[src/rtl/btn_valid_gen_if.sv]
// Valid/ready event handshake between the button conditioner and its consumer.
// The master side produces events and the slave side accepts them.
interface btn_valid_gen_if;
    logic ready_i;
    logic valid_o;
    logic pressed_o;
    logic overrun_o;

    modport master (
        input  ready_i,
        output valid_o,
        output pressed_o,
        output overrun_o
    );

    modport slave (
        output ready_i,
        input  valid_o,
        input  pressed_o,
        input  overrun_o
    );
endinterface

[src/rtl/btn_valid_gen.sv]
// Push-button conditioner: 2-flop synchroniser, counter debounce, press event with valid/ready hold.
// Optional auto-repeat is built only when BTN_REPEAT_EN is defined.
module btn_valid_gen #(
    parameter int DEBOUNCE_CYCLES      = 250000,
    parameter int ACTIVE_LOW           = 0,
    parameter int REPEAT_DELAY_CYCLES  = 12500000,
    parameter int REPEAT_PERIOD_CYCLES = 2500000
) (
    input  logic             clk,
    input  logic             rst,
    input  logic             btn_i,
    btn_valid_gen_if.master  bus
);

    localparam int   CNT_W        = $clog2(DEBOUNCE_CYCLES);
    localparam logic RELEASED_RAW = (ACTIVE_LOW != 0);

    localparam logic [1:0] S_IDLE     = 2'd0;
    localparam logic [1:0] S_HELD     = 2'd1;
`ifdef BTN_REPEAT_EN
    localparam logic [1:0] S_RPT_WAIT = 2'd2;
    localparam logic [1:0] S_RPT      = 2'd3;
`endif

    if (DEBOUNCE_CYCLES < 2 || REPEAT_DELAY_CYCLES < 1 || REPEAT_PERIOD_CYCLES < 1) begin : g_bad_param
        $error("btn_valid_gen: DEBOUNCE_CYCLES must be >= 2 and repeat timings >= 1");
    end

    logic             r_sync1;
    logic             r_sync2;
    logic [CNT_W-1:0] r_db_cnt;
    logic             r_pressed;
    logic [1:0]       r_state;
    logic             r_valid;
    logic             r_overrun;

    logic             w_sync_lvl;
    logic             w_differ;
    logic             w_toggle;
    logic             w_press;
    logic             w_release;
    logic [1:0]       w_state_nxt;
    logic             w_evt;

    assign w_sync_lvl = r_sync2 ^ RELEASED_RAW;
    assign w_differ   = (w_sync_lvl != r_pressed);
    assign w_toggle   = w_differ && (r_db_cnt == CNT_W'(DEBOUNCE_CYCLES - 1));
    assign w_press    = w_toggle && !r_pressed;
    assign w_release  = w_toggle && r_pressed;

    // NOTE: sequential state uses non-blocking (<=) so every flop samples pre-edge values.
    always_ff @(posedge clk) begin
        if (rst) begin
            r_sync1   <= RELEASED_RAW;
            r_sync2   <= RELEASED_RAW;
            r_db_cnt  <= '0;
            r_pressed <= 1'b0;
        end else begin
            r_sync1 <= btn_i;
            r_sync2 <= r_sync1;
            if (!w_differ || w_toggle) begin
                r_db_cnt <= '0;
            end else begin
                r_db_cnt <= r_db_cnt + 1'b1;
            end
            if (w_toggle) begin
                r_pressed <= ~r_pressed;
            end
        end
    end

`ifdef BTN_REPEAT_EN
    localparam int RPT_MAX = (REPEAT_DELAY_CYCLES > REPEAT_PERIOD_CYCLES) ?
                             REPEAT_DELAY_CYCLES : REPEAT_PERIOD_CYCLES;
    localparam int RPT_W   = $clog2(RPT_MAX + 1);

    logic [RPT_W-1:0] r_rpt_cnt;
    logic             w_rpt_clr;

    // The repeat counter starts at the press edge; HELD is the first cycle of the delay.
    always_comb begin
        w_state_nxt = r_state;
        w_evt       = 1'b0;
        w_rpt_clr   = 1'b0;
        case (r_state)
            S_IDLE: begin
                w_rpt_clr = 1'b1;
                if (w_press) begin
                    w_state_nxt = S_HELD;
                    w_evt       = 1'b1;
                end
            end
            S_HELD, S_RPT_WAIT: begin
                if (w_release) begin
                    w_state_nxt = S_IDLE;
                    w_rpt_clr   = 1'b1;
                end else if (r_rpt_cnt == RPT_W'(REPEAT_DELAY_CYCLES - 1)) begin
                    w_state_nxt = S_RPT;
                    w_evt       = 1'b1;
                    w_rpt_clr   = 1'b1;
                end else begin
                    w_state_nxt = S_RPT_WAIT;
                end
            end
            S_RPT: begin
                if (w_release) begin
                    w_state_nxt = S_IDLE;
                    w_rpt_clr   = 1'b1;
                end else if (r_rpt_cnt == RPT_W'(REPEAT_PERIOD_CYCLES - 1)) begin
                    w_evt     = 1'b1;
                    w_rpt_clr = 1'b1;
                end
            end
            default: begin
                w_state_nxt = S_IDLE;
                w_rpt_clr   = 1'b1;
            end
        endcase
    end

    always_ff @(posedge clk) begin
        if (rst || w_rpt_clr) begin
            r_rpt_cnt <= '0;
        end else begin
            r_rpt_cnt <= r_rpt_cnt + 1'b1;
        end
    end
`else
    always_comb begin
        w_state_nxt = r_state;
        w_evt       = 1'b0;
        case (r_state)
            S_IDLE: begin
                if (w_press) begin
                    w_state_nxt = S_HELD;
                    w_evt       = 1'b1;
                end
            end
            S_HELD: begin
                if (w_release) begin
                    w_state_nxt = S_IDLE;
                end
            end
            default: w_state_nxt = S_IDLE;
        endcase
    end
`endif

    always_ff @(posedge clk) begin
        if (rst) begin
            r_state <= S_IDLE;
        end else begin
            r_state <= w_state_nxt;
        end
    end

    // A new event wins over a same-cycle transfer; it is dropped only when the slot is stalled.
    always_ff @(posedge clk) begin
        if (rst) begin
            r_valid   <= 1'b0;
            r_overrun <= 1'b0;
        end else begin
            r_overrun <= w_evt && r_valid && !bus.ready_i;
            if (w_evt) begin
                r_valid <= 1'b1;
            end else if (bus.ready_i) begin
                r_valid <= 1'b0;
            end
        end
    end

    assign bus.valid_o   = r_valid;
    assign bus.pressed_o = r_pressed;
    assign bus.overrun_o = r_overrun;

endmodule

[src/flat_wrapper.sv]
// flat-port wrapper written by rule: the top's interface ports become plain ports
module btn_valid_gen_flat 
#(
    parameter int DEBOUNCE_CYCLES      = 250000,
    parameter int ACTIVE_LOW           = 0,
    parameter int REPEAT_DELAY_CYCLES  = 12500000,
    parameter int REPEAT_PERIOD_CYCLES = 2500000
)
  (clk, rst, btn_i, bus_ready_i, bus_valid_o, bus_pressed_o, bus_overrun_o);
  btn_valid_gen_if bus_i ();
  input  logic clk;
  input  logic rst;
  input  logic btn_i;
  input wire logic [$bits(bus_i.ready_i)-1:0] bus_ready_i;
  output wire logic [$bits(bus_i.valid_o)-1:0] bus_valid_o;
  output wire logic [$bits(bus_i.pressed_o)-1:0] bus_pressed_o;
  output wire logic [$bits(bus_i.overrun_o)-1:0] bus_overrun_o;
  assign bus_i.ready_i = bus_ready_i;
  assign bus_valid_o = bus_i.valid_o;
  assign bus_pressed_o = bus_i.pressed_o;
  assign bus_overrun_o = bus_i.overrun_o;
  btn_valid_gen #(.DEBOUNCE_CYCLES(DEBOUNCE_CYCLES), .ACTIVE_LOW(ACTIVE_LOW), .REPEAT_DELAY_CYCLES(REPEAT_DELAY_CYCLES), .REPEAT_PERIOD_CYCLES(REPEAT_PERIOD_CYCLES)) u_core (.clk(clk), .rst(rst), .btn_i(btn_i), .bus(bus_i));
endmodule
[config.mk]
export PLATFORM = sky130hd
export DESIGN_NAME = btn_valid_gen_flat
export DESIGN_NICKNAME = d
export VERILOG_FILES = /design/src/rtl/btn_valid_gen_if.sv /design/src/rtl/btn_valid_gen.sv /design/src/flat_wrapper.sv
export SDC_FILE = /design/constraint.sdc
export NUM_CORES = 1
export LEC_CHECK = 0
export CORE_UTILIZATION = 55
export CTS_CLUSTER_SIZE = 40
export DETAILED_ROUTE_END_ITERATION = 6
export PLACE_DENSITY_LB_ADDON = 0.3
export SYNTH_ARGS = -nofsm -noshare
export SYNTH_HDL_FRONTEND = slang
export SYNTH_SLANG_ARGS = --single-unit
[constraint.sdc]
create_clock -name clk -period 2.67 [get_ports clk]
set_clock_uncertainty 0.1 [all_clocks]
set_input_delay 0.6675 -clock clk [delete_from_list [all_inputs] [get_ports clk]]
set_output_delay 0.6675 -clock clk [all_outputs]
set_load 0.05 [all_outputs]
==> results of run 1 <==
-- flip-flops by register name, indices dropped and copies added (netlist names) --
| register | cells |
|---|---|
| u_core.bus.overrun_o | 1 |
| u_core.bus.pressed_o | 1 |
| u_core.bus.valid_o | 1 |
| u_core.r_db_cnt | 18 |
| u_core.r_state | 1 |
| u_core.r_sync1 | 1 |
| u_core.r_sync2 | 1 |
-- metal layers --
| metal | up-vias | routed length, um |
|---|---|---|
| met5 | - | 0 |
| met4 | 0 | 34 |
| met3 | 5 | 37 |
| met2 | 10 | 865 |
| met1 | 390 | 985 |
| li1 | 437 | - |
-- worst max-delay path by stage --
| stage | start | to | slack, ps | depth (start not counted) |
|---|---|---|---|---|
| 2_1_floorplan | u_core.r_db_cnt[0] | u_core.r_db_cnt[16] | 1000 | 6 |
| 3_3_place_gp | rst | u_core.r_db_cnt[5] | 690 | 4 |
| 3_5_place_dp | rst | u_core.r_db_cnt[2] | 640 | 4 |
| 4_1_cts | u_core.bus.pressed_o | bus_pressed_o | 320 | 1 |
| 5_1_grt | u_core.bus.pressed_o | bus_pressed_o | 270 | 1 |
| 6_report | u_core.bus.pressed_o | bus_pressed_o | 330 | 1 |
-- cells in the mapped netlist, types with 2 or more instances --
cell type	instances	share of area
nor2_1	18	0.062
nor4_1	7	0.040
nor3_1	4	0.018
or4_1	2	0.014
and4_1	2	0.016
inv_1	5	0.017
nand2_1	5	0.017
xnor2_1	9	0.072
nor2b_1	2	0.011
xor2_1	6	0.048
nand3_1	8	0.037
dfxtp_1	24	0.44
nand4_1	4	0.023
-- stage by stage --
step | hold slack, ps | cell area, um^2
finish | 353 | 1210
global route | 364 | 1210
CTS | 356 | 1210
detailed placement | 326 | 1170
global placement | 322 | 1170
floorplan | 314 | 1090
-- kinds of logic after synthesis --
| logic type | Yosys count |
|---|---|
| flops | 24 |
| simple gates | 65 |
| fa+ha+maj | 1 |
| xor+xnor | 15 |
| buf+inv | 6 |
| compound gates | 6 |
| mux | 1 |
-- power groups by stage --
| stage | Sequential, mW | Combinational (mW) | Clock [mW] |
|---|---|---|---|
| detailed placement | 0.373 | 0.0150 | 0 |
| global placement | 0.373 | 0.0143 | 0 |
| floorplan | 0.373 | 0.00844 | 0 |
| CTS | 0.365 | 0.0150 | 0.193 |
| finish | 0.365 | 0.0148 | 0.188 |
| global route | 0.366 | 0.0163 | 0.208 |
-- cell type report --
class	count	area share
Clock buffer	4	0.0300
Inverter	5	0.0155
Multi-Input combinational cell	88	0.481
Sequential cell	24	0.398
Tap cell	25	0.0259
Timing Repair Buffer	6	0.0497
==> flow_metrics.py, run 1 <==
metrics = {
    "global_routing": {
        "grt_overflow": 0,
        "met2_usage": 0.294,
        "antenna_found_initial": 0,
        "grt_pass1_vias": 679,
        "use_met1": 0.290,
        "gr-usage-all-layers": 0.203,
        "use_met3": 0.0353,
        "grt_pass1_wl_mm": 3.04,
        "grt_max_degree": 17,
        "gr-max-usage-layer": "met2",
    },
    "power": {
        "comb_power_share": 0.026,
        "power.share.sequential": 0.643,
        "max-vdd-ir-drop_mv": 0.312,
        "intPower_uw": 453,
        "power_density_nw_per_um2": 470,
        "pwr-share-clk": 0.331,
        "power_uw": 568,
        "sw_frac_of_total": 0.202,
        "p_switching_uw": 115,
        "p_leak_nw": 0.376,
    },
    "sta": {
        "hold_violations": 0,
        "final.period_utilization": 0.876,
        "slew_headroom": 0.567,
        "fmax_mhz": 427,
        "setup_tns_ps": 0,
        "finalMaxSlewViolations": 0,
        "worstMarginPinSlew_ps": 649,
        "rsz0062_at_grt": "false",
        "setup_viol": 0,
        "postLayoutSetupSlackWorst_ps": 330,
        "fin_crit_ps": 2340,
    },
    "critical_path": {
        "r2r_end": "u_core.r_db_cnt[2]",
        "worstPathMaxFanout": 6,
        "crit_chain": "clkdlybuf4s50_1",
        "r2r_start": "u_core.r_db_cnt[0]",
        "reg2reg_depth": 5,
        "worst-endpoint-arrival_ps": 1570,
        "cp.required_ps": 1900,
        "r2r_slack_ps": 640,
        "path_buf_inv": 1,
        "cp-end-kind": "output port",
        "start_kind": "flip-flop",
        "critical-path-slowest-cell": "clkdlybuf4s50_1",
        "critical-path-top-delay-family": "buffers and inverters",
        "crit_type": "flip-flop to output port",
        "slowest_delay_ps": 830,
    },
    "floorplan": {
        "core_area_um2": 1780,
        "die_area_um2": 2160,
        "die_x_um": 46.5,
        "die_h_um": 46.5,
        "ioPinCount": 7,
        "rows": 15,
        "start_util": 0.611,
    },
    "layout": {
        "insertedDiodeCount": 0,
        "multiInputGateArea_um2": 582,
        "area_growth_pct": 11.0,
        "final_core_util": 0.678,
        "seqCellArea_um2": 480,
        "final_cell_mix": "dfxtp_1, nor2_1, xnor2_1",
        "drive_above_1_share": 0.0866,
        "nets": 133,
        "stdcell_count": 152,
        "nFillCells": 155,
        "layout_commonest_cell": "dfxtp_1",
    },
    "cts": {
        "insertion_delay_ps": 310,
        "postCtsSetupRepairBufs": 0,
        "clockBufferDepth": 2,
        "numCtsBuffers": 3,
        "cts_max_level": 1,
        "cts-root-buf": "clkbuf_4",
        "ctsResizeCount": 0,
        "clk_pin_slew_ps": 130,
        "cts.sinks": 24,
        "hold_buffers": 0,
        "cts_tree": "done",
    },
    "detailed_routing": {
        "viasPerCell": 5.54,
        "drcViolationCount": 0,
        "wl_per_cell_um": 12.6,
        "drt_iter0_markers": 15,
        "drtPass1Iterations": 4,
        "drt_wl_total_mm": 1.92,
        "ant_nets": 0,
        "via_count": 842,
    },
    "place": {
        "place_ws_ps": 639,
        "place_hpwl_mm": 1.44,
        "gp_routability_congestion": 0.842,
        "port_buffers": 6,
        "dp.cells": 148,
    },
    "yosys": {
        "synth-compound-area-share": 0.0460,
        "ys_ff_latch": 24,
        "muxShareOfSynthArea": 0.00920,
        "ys.flop_type": "dfxtp_1",
        "synthCells": 118,
        "syn_avg_cell_area_um2": 9.22,
        "syn-num-nets": 123,
        "synth_top_family_by_area": "simple AND/OR/NAND/NOR gates",
        "synth-xor-area-share": 0.121,
        "netlist_area_um2": 1090,
        "synth-edff-count": 0,
        "synth_cell_type_count": 35,
        "synth-adder-area-share": 0.0115,
        "ys_warn_count": 0,
        "synthSimpleGateAreaFrac": 0.347,
        "synthArstFlopShare": 0,
        "ys_seq_area_frac": 0.441,
    },
    "hold_path": {
        "hold-path-cell-count": 1,
        "whs_endpoint": "u_core.r_sync2",
        "holdCritStartpoint": "u_core.r_sync1",
        "hold_path.class": "flip-flop to flip-flop",
    },
    "outcome": {
        "status": "complete, no violations",
    },
    "run": {
        "maxCapViolCount": 0,
    },
}
No activity file was read; power rests on OpenSTA's default activity.
==> inputs of run 2 (changes only) <==
Settings changed: CORE_UTILIZATION 55 to 43, HOLD_SLACK_MARGIN set to 0.05.
==> flow_metrics.py, run 2 (synthesis results as in run 1) <==
metrics = {
    "layout": {
        "final_area_um2": 1220,
        "final_cell_mix": "dfxtp_1, nor2_1, xnor2_1",
        "nets": 134,
        "area_growth_pct": 12.1,
        "largest_register_ff_count": 18,
        "seqCellArea_um2": 480,
        "max_flop_register": "u_core.r_db_cnt",
        "insertedDiodeCount": 0,
        "drive_above_1_share": 0.0938,
        "layout_commonest_cell": "dfxtp_1",
        "nFillCells": 219,
        "multiInputGateArea_um2": 582,
    },
    "global_routing": {
        "gr-usage-all-layers": 0.167,
        "antenna_found_initial": 0,
        "grt_pass1_vias": 777,
        "grt_pass1_wl_mm": 3.35,
        "grt_max_degree": 14,
        "grt_overflow": 0,
    },
    "cts": {
        "cts.sinks": 24,
        "cts-root-buf": "clkbuf_4",
        "postCtsSetupRepairBufs": 0,
        "hold_buffers": 0,
        "cts_max_level": 1,
        "numCtsBuffers": 3,
        "insertion_delay_ps": 320,
        "clk_pin_slew_ps": 120,
        "clockBufferDepth": 2,
        "ctsResizeCount": 0,
        "cts_tree": "done",
    },
    "critical_path": {
        "r2r_slack_ps": 650,
        "crit_chain": "clkdlybuf4s50_1",
        "start_kind": "flip-flop",
        "critical-path-top-delay-family": "buffers and inverters",
        "worstPathMaxFanout": 6,
        "r2r_start": "u_core.r_db_cnt[0]",
        "r2r_end": "u_core.r_db_cnt[9]",
        "critical-path-slowest-cell": "clkdlybuf4s50_1",
        "worst-endpoint-arrival_ps": 1570,
        "cp-end-kind": "output port",
        "slowest_delay_ps": 830,
        "path_buf_inv": 1,
        "cp.required_ps": 1900,
        "reg2reg_depth": 6,
        "crit_type": "flip-flop to output port",
    },
    "hold_path": {
        "hold-path-cell-count": 1,
        "whs_endpoint": "u_core.r_sync2",
        "holdCritStartpoint": "u_core.r_sync1",
        "hold_path.class": "flip-flop to flip-flop",
    },
    "detailed_routing": {
        "viasPerCell": 5.40,
        "drtPass1Iterations": 4,
        "drcViolationCount": 0,
        "drt_iter0_markers": 23,
        "wl_per_cell_um": 12.1,
        "ant_nets": 0,
        "drt_wl_total_mm": 1.89,
        "via_count": 842,
    },
    "sta": {
        "hold_violations": 0,
        "setup_tns_ps": 0,
        "worstMarginPinSlew_ps": 493,
        "finalMaxSlewViolations": 0,
        "slew_headroom": 0.670,
        "final.period_utilization": 0.877,
        "setup_viol": 0,
        "fmax_mhz": 427,
        "fin_crit_ps": 2340,
        "rsz0062_at_grt": "false",
    },
    "floorplan": {
        "ioPinCount": 7,
        "die_area_um2": 2740,
        "rows": 17,
        "core_area_um2": 2300,
        "die_x_um": 52.3,
        "start_util": 0.474,
        "die_h_um": 52.3,
    },
    "run": {
        "maxCapViolCount": 0,
    },
    "outcome": {
        "status": "complete, no violations",
    },
    "place": {
        "dpl-instance-area_um2": 1180,
        "place_hpwl_mm": 1.42,
        "gp_routability_congestion": 0.808,
        "port_buffers": 6,
    },
    "power": {
        "power_density_nw_per_um2": 466,
        "p_leak_nw": 0.380,
        "max-vdd-ir-drop_mv": 0.436,
    },
}
## run 2: changes by cell type in the layout (fill, tap and decap cells not counted), sizes merged
cell / previous run / this run
buf: 0 / 1
## run 2: layout make-up
| type | count | share of cell area |
|---|---|---|
| Clock buffer | 4 | 0.0297 |
| Inverter | 5 | 0.0154 |
| Multi-Input combinational cell | 88 | 0.477 |
| Sequential cell | 24 | 0.394 |
| Tap cell | 28 | 0.0287 |
| Timing Repair Buffer | 7 | 0.0554 |
## run 2: metal layers
| metal | wire (um) | GRT usage | vias to the layer above |
|---|---|---|---|
| li1 | - | - | 443 |
| met1 | 965 | 0.226 | 382 |
| met2 | 827 | 0.245 | 15 |
| met3 | 82 | 0.0609 | 2 |
| met4 | 13 | 0.0526 | 0 |
| met5 | 0 | 0 | - |
## run 2: worst max-delay path by stage
stage | start | end | cells past startpoint
CTS | u_core.bus.pressed_o | bus_pressed_o | 1
floorplan | u_core.r_db_cnt[0] | u_core.r_db_cnt[16] | 6
finish | u_core.bus.pressed_o | bus_pressed_o | 1
global route | u_core.bus.pressed_o | bus_pressed_o | 1
detailed placement | rst | u_core.r_db_cnt[9] | 5
global placement | rst | u_core.r_db_cnt[7] | 5
## run 2: where the power goes
part / switching, mW / internal [mW]
sequential: 0.00287 / 0.362
combinational: 0.00713 / 0.00809
clock: 0.104 / 0.0834
total: 0.114 / 0.454
## run 2: metrics by stage
stage,cells,util,total power [mW],setup slack (ps),hold WS [ps]
4_1_cts,156,0.531,0.574,314,360
5_1_grt,156,0.531,0.595,257,384
2_1_floorplan,118,-,0.381,1000,314
6_report,156,0.531,0.568,329,354
3_5_place_dp,152,0.515,0.389,586,333
3_3_place_gp,152,0.515,0.388,657,331
